## src/rtl/f_fetch_stage_pkg.sv

```systemverilog
// Shared fetch-stage constants, payload type and address-legality helper.
// Reused by the D pipeline register and CP0.
package f_fetch_stage_pkg;

  localparam int unsigned XLEN  = 32;
  localparam int unsigned EXC_W = 5;

  localparam logic [XLEN-1:0]  RESET_PC_DEF  = 32'h0000_3000;
  localparam logic [XLEN-1:0]  EXC_ENTRY_DEF = 32'h0000_4180;
  localparam logic [XLEN-1:0]  IM_BASE_DEF   = 32'h0000_3000;
  localparam logic [XLEN-1:0]  IM_LIMIT_DEF  = 32'h0000_6FFF;

  localparam logic [EXC_W-1:0] EXC_NONE = 5'd0;
  localparam logic [EXC_W-1:0] EXC_ADEL = 5'd4;

  typedef struct packed {
    logic [XLEN-1:0]  instr;
    logic [XLEN-1:0]  pc;
    logic [EXC_W-1:0] exc_code;
    logic             bd;
  } f_to_d_t;

  // Misaligned or outside the instruction-memory window.
  function automatic logic fetch_fault(input logic [XLEN-1:0] pc,
                                       input logic [XLEN-1:0] base,
                                       input logic [XLEN-1:0] limit);
    return (pc[1:0] != 2'b00) || (pc < base) || (pc > limit);
  endfunction

endpackage

```

## src/rtl/f_fetch_stage_pc_reg.sv

```systemverilog
// PC register with the prioritised next-PC selection:
// reset > req > stall > eret_d > redirect_d > pc+4.
module f_fetch_stage_pc_reg
  import f_fetch_stage_pkg::*;
#(
  parameter logic [XLEN-1:0] RESET_PC  = RESET_PC_DEF,
  parameter logic [XLEN-1:0] EXC_ENTRY = EXC_ENTRY_DEF
) (
  input  logic            clk,
  input  logic            reset,
  input  logic            req,
  input  logic            stall,
  input  logic            eret_d,
  input  logic [XLEN-1:0] epc,
  input  logic            redirect_d,
  input  logic [XLEN-1:0] target_d,
  output logic [XLEN-1:0] pc
);

  logic [XLEN-1:0] next_pc;

  always_comb begin
    next_pc = pc + XLEN'(4);
    if (req)             next_pc = EXC_ENTRY;
    else if (stall)      next_pc = pc;
    else if (eret_d)     next_pc = epc;
    else if (redirect_d) next_pc = target_d;
  end

  always_ff @(posedge clk) begin
    if (reset) pc <= RESET_PC;
    else       pc <= next_pc;
  end

endmodule

```

## src/rtl/f_fetch_stage.sv

```systemverilog
// MIPS fetch stage: owns the PC, drives instruction memory, flags fetch AdEL
// and squashes the word following an eret before it reaches the D register.
module f_fetch_stage
  import f_fetch_stage_pkg::*;
#(
  parameter logic [XLEN-1:0] RESET_PC  = RESET_PC_DEF,
  parameter logic [XLEN-1:0] EXC_ENTRY = EXC_ENTRY_DEF,
  parameter logic [XLEN-1:0] IM_BASE   = IM_BASE_DEF,
  parameter logic [XLEN-1:0] IM_LIMIT  = IM_LIMIT_DEF
) (
  input  logic             clk,
  input  logic             reset,
  input  logic             req,
  input  logic             stall,
  input  logic             eret_d,
  input  logic [XLEN-1:0]  epc,
  input  logic             redirect_d,
  input  logic [XLEN-1:0]  target_d,
  input  logic             cf_d,
  output logic [XLEN-1:0]  i_inst_addr,
  input  logic [XLEN-1:0]  i_inst_rdata,
  output logic [XLEN-1:0]  instr_f,
  output logic [XLEN-1:0]  pc_f,
  output logic [EXC_W-1:0] exc_code_f,
  output logic             bd_f
);

  logic [XLEN-1:0] pc;
  logic            fault;
  logic            squash;
  f_to_d_t         to_d;

  f_fetch_stage_pc_reg #(
    .RESET_PC  (RESET_PC),
    .EXC_ENTRY (EXC_ENTRY)
  ) u_pc_reg (
    .clk        (clk),
    .reset      (reset),
    .req        (req),
    .stall      (stall),
    .eret_d     (eret_d),
    .epc        (epc),
    .redirect_d (redirect_d),
    .target_d   (target_d),
    .pc         (pc)
  );

  assign fault  = fetch_fault(pc, IM_BASE, IM_LIMIT);
  // eret has no delay slot: the word behind it is discarded once D advances.
  assign squash = eret_d & ~stall;

  always_comb begin
    to_d.pc       = pc;
    to_d.instr    = i_inst_rdata;
    to_d.exc_code = EXC_NONE;
    to_d.bd       = cf_d & ~eret_d;
    if (squash) begin
      to_d.instr = '0;
    end else if (fault) begin
      to_d.instr    = '0;
      to_d.exc_code = EXC_ADEL;
    end
  end

  assign i_inst_addr = pc;
  assign instr_f     = to_d.instr;
  assign pc_f        = to_d.pc;
  assign exc_code_f  = to_d.exc_code;
  assign bd_f        = to_d.bd;

endmodule

```

## config.mk

```make
export PLATFORM = sky130hd
export DESIGN_NAME = f_fetch_stage
export DESIGN_NICKNAME = d
export VERILOG_FILES = /design/src/rtl/f_fetch_stage_pkg.sv /design/src/rtl/f_fetch_stage_pc_reg.sv /design/src/rtl/f_fetch_stage.sv
export SDC_FILE = /design/constraint.sdc
export NUM_CORES = 1
export LEC_CHECK = 0
export ABC_AREA = 0
export CAP_MARGIN = 10
export CORE_MARGIN = 1
export CORE_UTILIZATION = 25
export DETAILED_ROUTE_END_ITERATION = 16
export GPL_TIMING_DRIVEN = 0
export PLACE_DENSITY = 0.7
export SYNTH_ARGS = -nofsm -noshare
export SYNTH_HDL_FRONTEND = slang
export SYNTH_SLANG_ARGS = --single-unit
export TNS_END_PERCENT = 30
```

## constraint.sdc

```tcl
create_clock -name clk -period 2.5 [get_ports clk]
set_input_delay 0.75 -clock clk [delete_from_list [all_inputs] [get_ports clk]]
set_output_delay 0.75 -clock clk [all_outputs]
set_load 0.05 [all_outputs]
```

==> impl_metrics.py <==
metrics = {
    "run_status": {
        "run_status": "finished, violations left",
        "violations_in_the_final_reports": "setup timing",
    },
    "yosys": {
        "avgSynthCellArea_sq_um": 7.36,
        "synth_top_area_cell": "sky130_fd_sc_hd__dfxtp_1",
        "postSynthCellCount": 394,
        "synth_cell_types": 65,
        "synthArstFlopShare_pct": 0,
        "synthesis.area_sq_um": 2900,
        "ys.flop_type": "sky130_fd_sc_hd__dfxtp_1",
        "netlist.area_leader.share_pct": 22.1,
        "synth_enable_flop_cells": 0,
        "synth-warning-count": 0,
        "ys_seq_area_share_pct": 22.1,
        "post_synth_main_area_contributors": "sky130_fd_sc_hd__dfxtp_1 22%, sky130_fd_sc_hd__buf_4 9.3%, sky130_fd_sc_hd__and2_1 7.3%",
        "synth_seq_cells": 32,
    },
    "clock_tree": {
        "cts-htree-levels": 2,
        "clock_path_buffers": 2,
        "cts-buffers-inserted": 5,
        "cts.root.buffer_cell": "sky130_fd_sc_hd__clkbuf_16",
        "insertion_delay_ps": 280,
        "path_clk_slew_ps": 60,
        "tritoncts_clock_tree": "done",
        "cts_num_sinks": 32,
    },
    "detailed_routing": {
        "wl_met2_um": 6950,
        "drt-vias-per-instance": 5.46,
        "drtPass1Iterations": 5,
        "final_antenna_net_count": 0,
        "top_layer_reached_by_signal_wires": "met4",
        "postRouteWirelength_um": 14200,
        "avgRoutedWirePerCell_um": 18.6,
        "total_length_of_routed_met3_wires_um": 1640,
        "routed-via-count": 4156,
        "drt_first_iter_violations": 321,
        "drt_drc_violations_left": 0,
        "m1WireLength_um": 5350,
    },
    "worst_setup_path": {
        "crit_path_max_fanout": 10,
        "worst_path_dominant_cell_family": "buffers and inverters",
        "crit-reg2reg-launch": "u_pc_reg.pc[2]",
        "timing.critical_path.buf_inv": 4,
        "rrSetupSlack_ps": 160,
        "cp_cell_sequence": "clkbuf_2, inv_1, clkbuf_4, a21oi_4, clkdlybuf4s18_2",
        "setup.worst_path.class": "in2out",
        "cpPeakStageDelay_ps": 380,
        "timing.critical_path.required_ps": 1750,
        "crit_path_end_kind": "output port",
        "crit_path_top_delay_cell": "sky130_fd_sc_hd__clkdlybuf4s18_2",
        "crit_path_start_kind": "primary input",
        "timing.rr.end": "u_pc_reg.pc[26]",
        "r2r.worst_path.cells": 6,
        "crit_arrival_ps": 2060,
    },
    "global_route": {
        "antenna_found_initial": 0,
        "globalRouteOverflowTotal": 0,
        "grt_use_total_pct": 22.4,
        "wire_length_of_the_first_global_routing_pass_um": 20400,
        "grt_pass1_vias": 3946,
        "pin_count_of_the_biggest_net_entering_global_routing": 11,
    },
    "final_layout": {
        "drive_gt1_share_pct": 30.8,
        "area_growth_syn_to_layout_pct": 101,
        "reg_top3": "u_pc_reg.pc x30",
        "postLayoutCoreUtil_pct": 52.5,
        "largest_reg_flops": 30,
        "nNetsFinal": 724,
        "post-route-cell-area_sq_um": 5820,
        "antenna_cells_inserted": 0,
        "largest_register": "u_pc_reg.pc",
    },
    "sta": {
        "grt_setup_unrepaired": "true",
        "setup_viol_count_final": 33,
        "timing.final.max_slew_violations": 0,
        "final_min_period_over_clock_period_pct": 112,
        "slew_limit_headroom_pct": 52.2,
        "final.setup_skew_ps": 9.63,
        "setup_ws_ps": -307,
        "final_hold_viol_count": 0,
        "fmax_mhz": 356,
        "worst_hold_slack_after_final_layout_ps": 531,
        "tightestPinTransition_ps": 712,
        "post_layout_min_period_ps": 2810,
        "totalNegativeSetupSlack_ps": -9320,
    },
    "power_and_ir_drop": {
        "power_w": 0.00238,
        "power.share.sequential_pct": 24.3,
        "leak_pwr_nw": 2.29,
        "irDropWorstVdd_v": 0.000238,
        "power.share.switching_pct": 36.3,
        "power_per_cell_area_nw_per_um2": 409,
        "comb_power_share_pct": 46.0,
        "power_report.internal_total_w": 0.00151,
        "power.net_switching_w": 0.000864,
        "p_clk_share_pct": 29.8,
    },
    "die": {
        "floorplan.initialDensity_pct": 26.2,
        "core_sq_um": 11100,
        "std_cell_rows": 38,
        "dieArea_sq_um": 12000,
        "pin_count": 205,
        "die-height_um": 110,
        "die_w_um": 110,
    },
    "hold_path": {
        "hold_path.startpoint": "u_pc_reg.pc[28]",
        "worst_hold_path.num_cells": 1,
        "holdCritPathClass": "reg2reg",
        "worstHoldEndpoint": "u_pc_reg.pc[28]",
    },
    "placement": {
        "buffer_ports.inserted": 198,
        "place.detailed.hpwl_um": 10600,
        "dpl_cell_area_sq_um": 5200,
        "place_congestion": 0.946,
    },
    "job": {
        "max_cap_viols": 0,
    },
}
cell type report:
class	instances	area (sq um)
plain buffers	60	415
clock buffers	6	129
clock inverters	2	35.0
fillers	1024	5260
inverters	9	33.8
multi-input cells	296	2050
flip-flops and latches	32	688
well taps	140	175
repair buffers	216	2290
power by group through the flow:
| stage | clock (W) | sequential (W) | combinational, W |
|---|---|---|---|
| after global routing | 0.000733 | 0.000581 | 0.00114 |
| after detailed placement | 0 | 0.000594 | 0.000960 |
| after floorplan | 0 | 0.000655 | 0.000501 |
| final | 0.000708 | 0.000577 | 0.00109 |
| after global placement | 0 | 0.000593 | 0.000951 |
| after CTS | 0.000707 | 0.000578 | 0.00106 |
cells by family after synthesis:
logic type	Yosys count	synth area share, %
AOI/OAI and AO/OA	124	30.2
muxes	3	1.04
adders and majority gates	1	0.432
buffers and inverters	69	13.6
and+or+nand+nor	162	31.9
other	1	0.129
DFF	32	22.1
xor gates and xnor gates	2	0.604
worst reg2reg max path: stages (launching register included):
cell,delay (ps)
sky130_fd_sc_hd__dfxtp_1,490
sky130_fd_sc_hd__ha_1,340
sky130_fd_sc_hd__nand4_4,190
sky130_fd_sc_hd__or3_4,490
sky130_fd_sc_hd__nor4_4,370
sky130_fd_sc_hd__mux2i_1,270
sky130_fd_sc_hd__o21ai_2,70
cells in the mapped netlist, types with 7 or more instances:
| library cell | count |
|---|---|
| sky130_fd_sc_hd__a21oi_1 | 30 |
| sky130_fd_sc_hd__a221o_1 | 7 |
| sky130_fd_sc_hd__a22o_1 | 7 |
| sky130_fd_sc_hd__a22oi_1 | 8 |
| sky130_fd_sc_hd__and2_1 | 34 |
| sky130_fd_sc_hd__buf_4 | 36 |
| sky130_fd_sc_hd__clkbuf_1 | 18 |
| sky130_fd_sc_hd__dfxtp_1 | 32 |
| sky130_fd_sc_hd__inv_1 | 7 |
| sky130_fd_sc_hd__nand2_1 | 31 |
| sky130_fd_sc_hd__nand3_1 | 15 |
| sky130_fd_sc_hd__nand4_1 | 9 |
| sky130_fd_sc_hd__nor2_1 | 23 |
| sky130_fd_sc_hd__nor3_1 | 14 |
| sky130_fd_sc_hd__nor4_1 | 9 |
| sky130_fd_sc_hd__o211ai_1 | 8 |
| sky130_fd_sc_hd__o21ai_0 | 19 |
layout by cell type, fill, tap and decap left out, types with 4 or more instances in the layout:
cell | synthesis | layout
sky130_fd_sc_hd__a221oi_1 | 4 | 4
sky130_fd_sc_hd__clkbuf_1 | 18 | 8
sky130_fd_sc_hd__o311ai_0 | 4 | 4
sky130_fd_sc_hd__dfxtp_1 | 32 | 12
sky130_fd_sc_hd__nor4_4 | 2 | 5
sky130_fd_sc_hd__nor3_1 | 14 | 12
sky130_fd_sc_hd__and2_4 | 0 | 31
sky130_fd_sc_hd__nor2_1 | 23 | 22
sky130_fd_sc_hd__o22ai_1 | 5 | 5
sky130_fd_sc_hd__o21ai_0 | 19 | 19
sky130_fd_sc_hd__nor4_1 | 9 | 5
sky130_fd_sc_hd__nand4_1 | 9 | 9
sky130_fd_sc_hd__clkdlybuf4s50_1 | 0 | 156
sky130_fd_sc_hd__buf_8 | 0 | 37
sky130_fd_sc_hd__buf_4 | 36 | 59
sky130_fd_sc_hd__a21oi_1 | 30 | 29
sky130_fd_sc_hd__dfxtp_4 | 0 | 9
sky130_fd_sc_hd__inv_1 | 7 | 7
sky130_fd_sc_hd__nand3_1 | 15 | 14
sky130_fd_sc_hd__conb_1 | 1 | 4
sky130_fd_sc_hd__clkbuf_16 | 0 | 5
sky130_fd_sc_hd__a221o_1 | 7 | 7
sky130_fd_sc_hd__clkbuf_2 | 0 | 7
sky130_fd_sc_hd__dfxtp_2 | 0 | 11
sky130_fd_sc_hd__nand2_1 | 31 | 31
sky130_fd_sc_hd__o211ai_1 | 8 | 8
sky130_fd_sc_hd__a22o_1 | 7 | 7
sky130_fd_sc_hd__a22oi_1 | 8 | 8
metal layers:
layer  global-route usage, %  up-vias
met5                       0        -
met4                    7.05        0
met3                    4.62       24
met2                    40.5      303
met1                    26.3     1934
li1                        -     1895
what timing repair did:
item                                   4_1_cts  5_1_grt
setup buffers                                6        9
endpoints found under the hold margin        0        0
setup endpoints to repair                   51       65
gates resized for setup                    282       44
pin swaps                                   32        6
cloned                                       3        0
hold buffers                                 0        0
metrics by stage:
step / std cells / worst slack, ps
floorplan: 397 / -16.8
global placement: 735 / -1030
detailed placement: 735 / -1020
CTS: 752 / -328
global route: 761 / -374
finish: 761 / -307
how the worst max path moves through the flow:
stage                         start            end  slack (ps)  depth (start not counted)
CTS                        register    instr_f[18]        -330                          8
global placement              stall    instr_f[22]       -1030                          6
floorplan           u_pc_reg.pc[28]    instr_f[21]         -20                          6
detailed placement            stall    instr_f[23]       -1020                          6
global route        u_pc_reg.pc[28]    instr_f[18]        -370                          8
finish                        stall  exc_code_f[2]        -310                          5
(Power assumes the default switching activity.)
==> variant (same flow settings) <==
Set the package constant `EXC_W` to 10 (it was 5).
--- a/src/rtl/f_fetch_stage_pkg.sv
+++ b/src/rtl/f_fetch_stage_pkg.sv
@@ -3,7 +3,7 @@
 package f_fetch_stage_pkg;
 
   localparam int unsigned XLEN  = 32;
-  localparam int unsigned EXC_W = 5;
+  localparam int unsigned EXC_W = 10;
 
   localparam logic [XLEN-1:0]  RESET_PC_DEF  = 32'h0000_3000;
   localparam logic [XLEN-1:0]  EXC_ENTRY_DEF = 32'h0000_4180;
Ports: changed (resized exc_code_f); port bits go from 205 to 210. The function was not compared with the original's and may differ.
==> variant against the unedited design <==
The flow still finishes with violations (setup timing); non-clock buffer count rose by 1; area after synthesis rose by 1.3%; final cell count rose by 1.2%; sequential cell count did not move; worst setup slack got worse by 9.2 ps; design area rose by 0.69%; total power fell by 2.3%; wire length rose by 1.7%.
==> variant: results (changes against the unedited design) <==
synth_cells: 399  # +1.3%
setup-violations-final: 32  # -3.0%
grt_pass1_vias: 3975  # +0.73%
synthXorXnorAreaFrac_pct: 0.5965  # -0.0077 points
place_ws_ps: -1060  # -36.52 ps
route.layer.met1.wl_um: 5616  # +5.0%
p_leak_nw: 2.294  # about the same
fin_skew_ps: 4.690  # -4.944 ps
use_met2_pct: 41.93  # +1.4 points
fin_cells: 770  # +1.2%
total_power_mw: 2.323  # -2.3%
drive_gt1_share_pct: 30.62  # -0.13 points
final_util_pct: 51.31  # -1.2 points
synth.area.top_cells: "dfxtp_1 (22%), buf_4 (10%), and2_1 (7.2%), a21oi_1 (5.1%), nand2_1 (4.0%)"
outcome: "complete, but fails checks"
num-nets-final: 730  # +0.83%
dr_wl_met2_um: 7139  # +2.7%
drtIter0Drc: 208  # -35%
cts_setup_buffers: 8  # +2
max_slew_margin_pct: 54.46  # +2.3 points
wire_per_inst_um: 18.73  # +0.55%
synth_compound_area_share_pct: 29.83  # -0.39 points
synthMuxAreaShare_pct: 1.023  # -0.013 points
tns_ps: -9333  # -12.68 ps
gr-usage-all-layers_pct: 23.03  # +0.65 points
layout_setup_ws_ps: -316.4  # -9.195 ps
n_fill_cell: 1084  # +5.9%
ir_drop_mv: 0.2767  # +16%
violations: "setup timing"
cp_slowest_cell: "dfxtp_4"
met1_usage_pct: 25.75  # -0.51 points
clockPowerShare_pct: 26.8  # -3.0 points
cp_max_fo: 9  # -1
gp_congestion: 0.8890  # -6.0%
drt_pass1_iterations: 4  # -1
variant: kinds of logic after synthesis:
family / Yosys count
simple gates: 162
compound gates: 124
buf+inv: 74
flops: 32
mux: 3
xor+xnor: 2
fa+ha+maj: 1
other cells: 1
variant: area by class of cell:
type                            count  area share (%)
Clock buffer                        8           2.498
Tap cell                          143           3.054
Buffer                             65           7.901
Sequential cell                    32           11.83
Timing Repair Buffer              212           38.54
Multi-Input combinational cell    301           35.53
Inverter                            9          0.6406
variant: final timing paths:
check	slack (ps)	cells after the start	start	end
max	-320	8	u_pc_reg.pc[19]	instr_f[9]
min	520	1	u_pc_reg.pc[13]	u_pc_reg.pc[13]
max reg2reg	160	6	u_pc_reg.pc[2]	u_pc_reg.pc[26]
min reg2reg	520	1	u_pc_reg.pc[13]	u_pc_reg.pc[13]
variant: critical path: cells and delay by family, from the launching register on:
kind                   cells  cell delay (ps)
flip-flops                 1              390
AND/OR/NAND/NOR            4              760
AO/OA/AOI/OAI              1              220
buffers and inverters      3              410
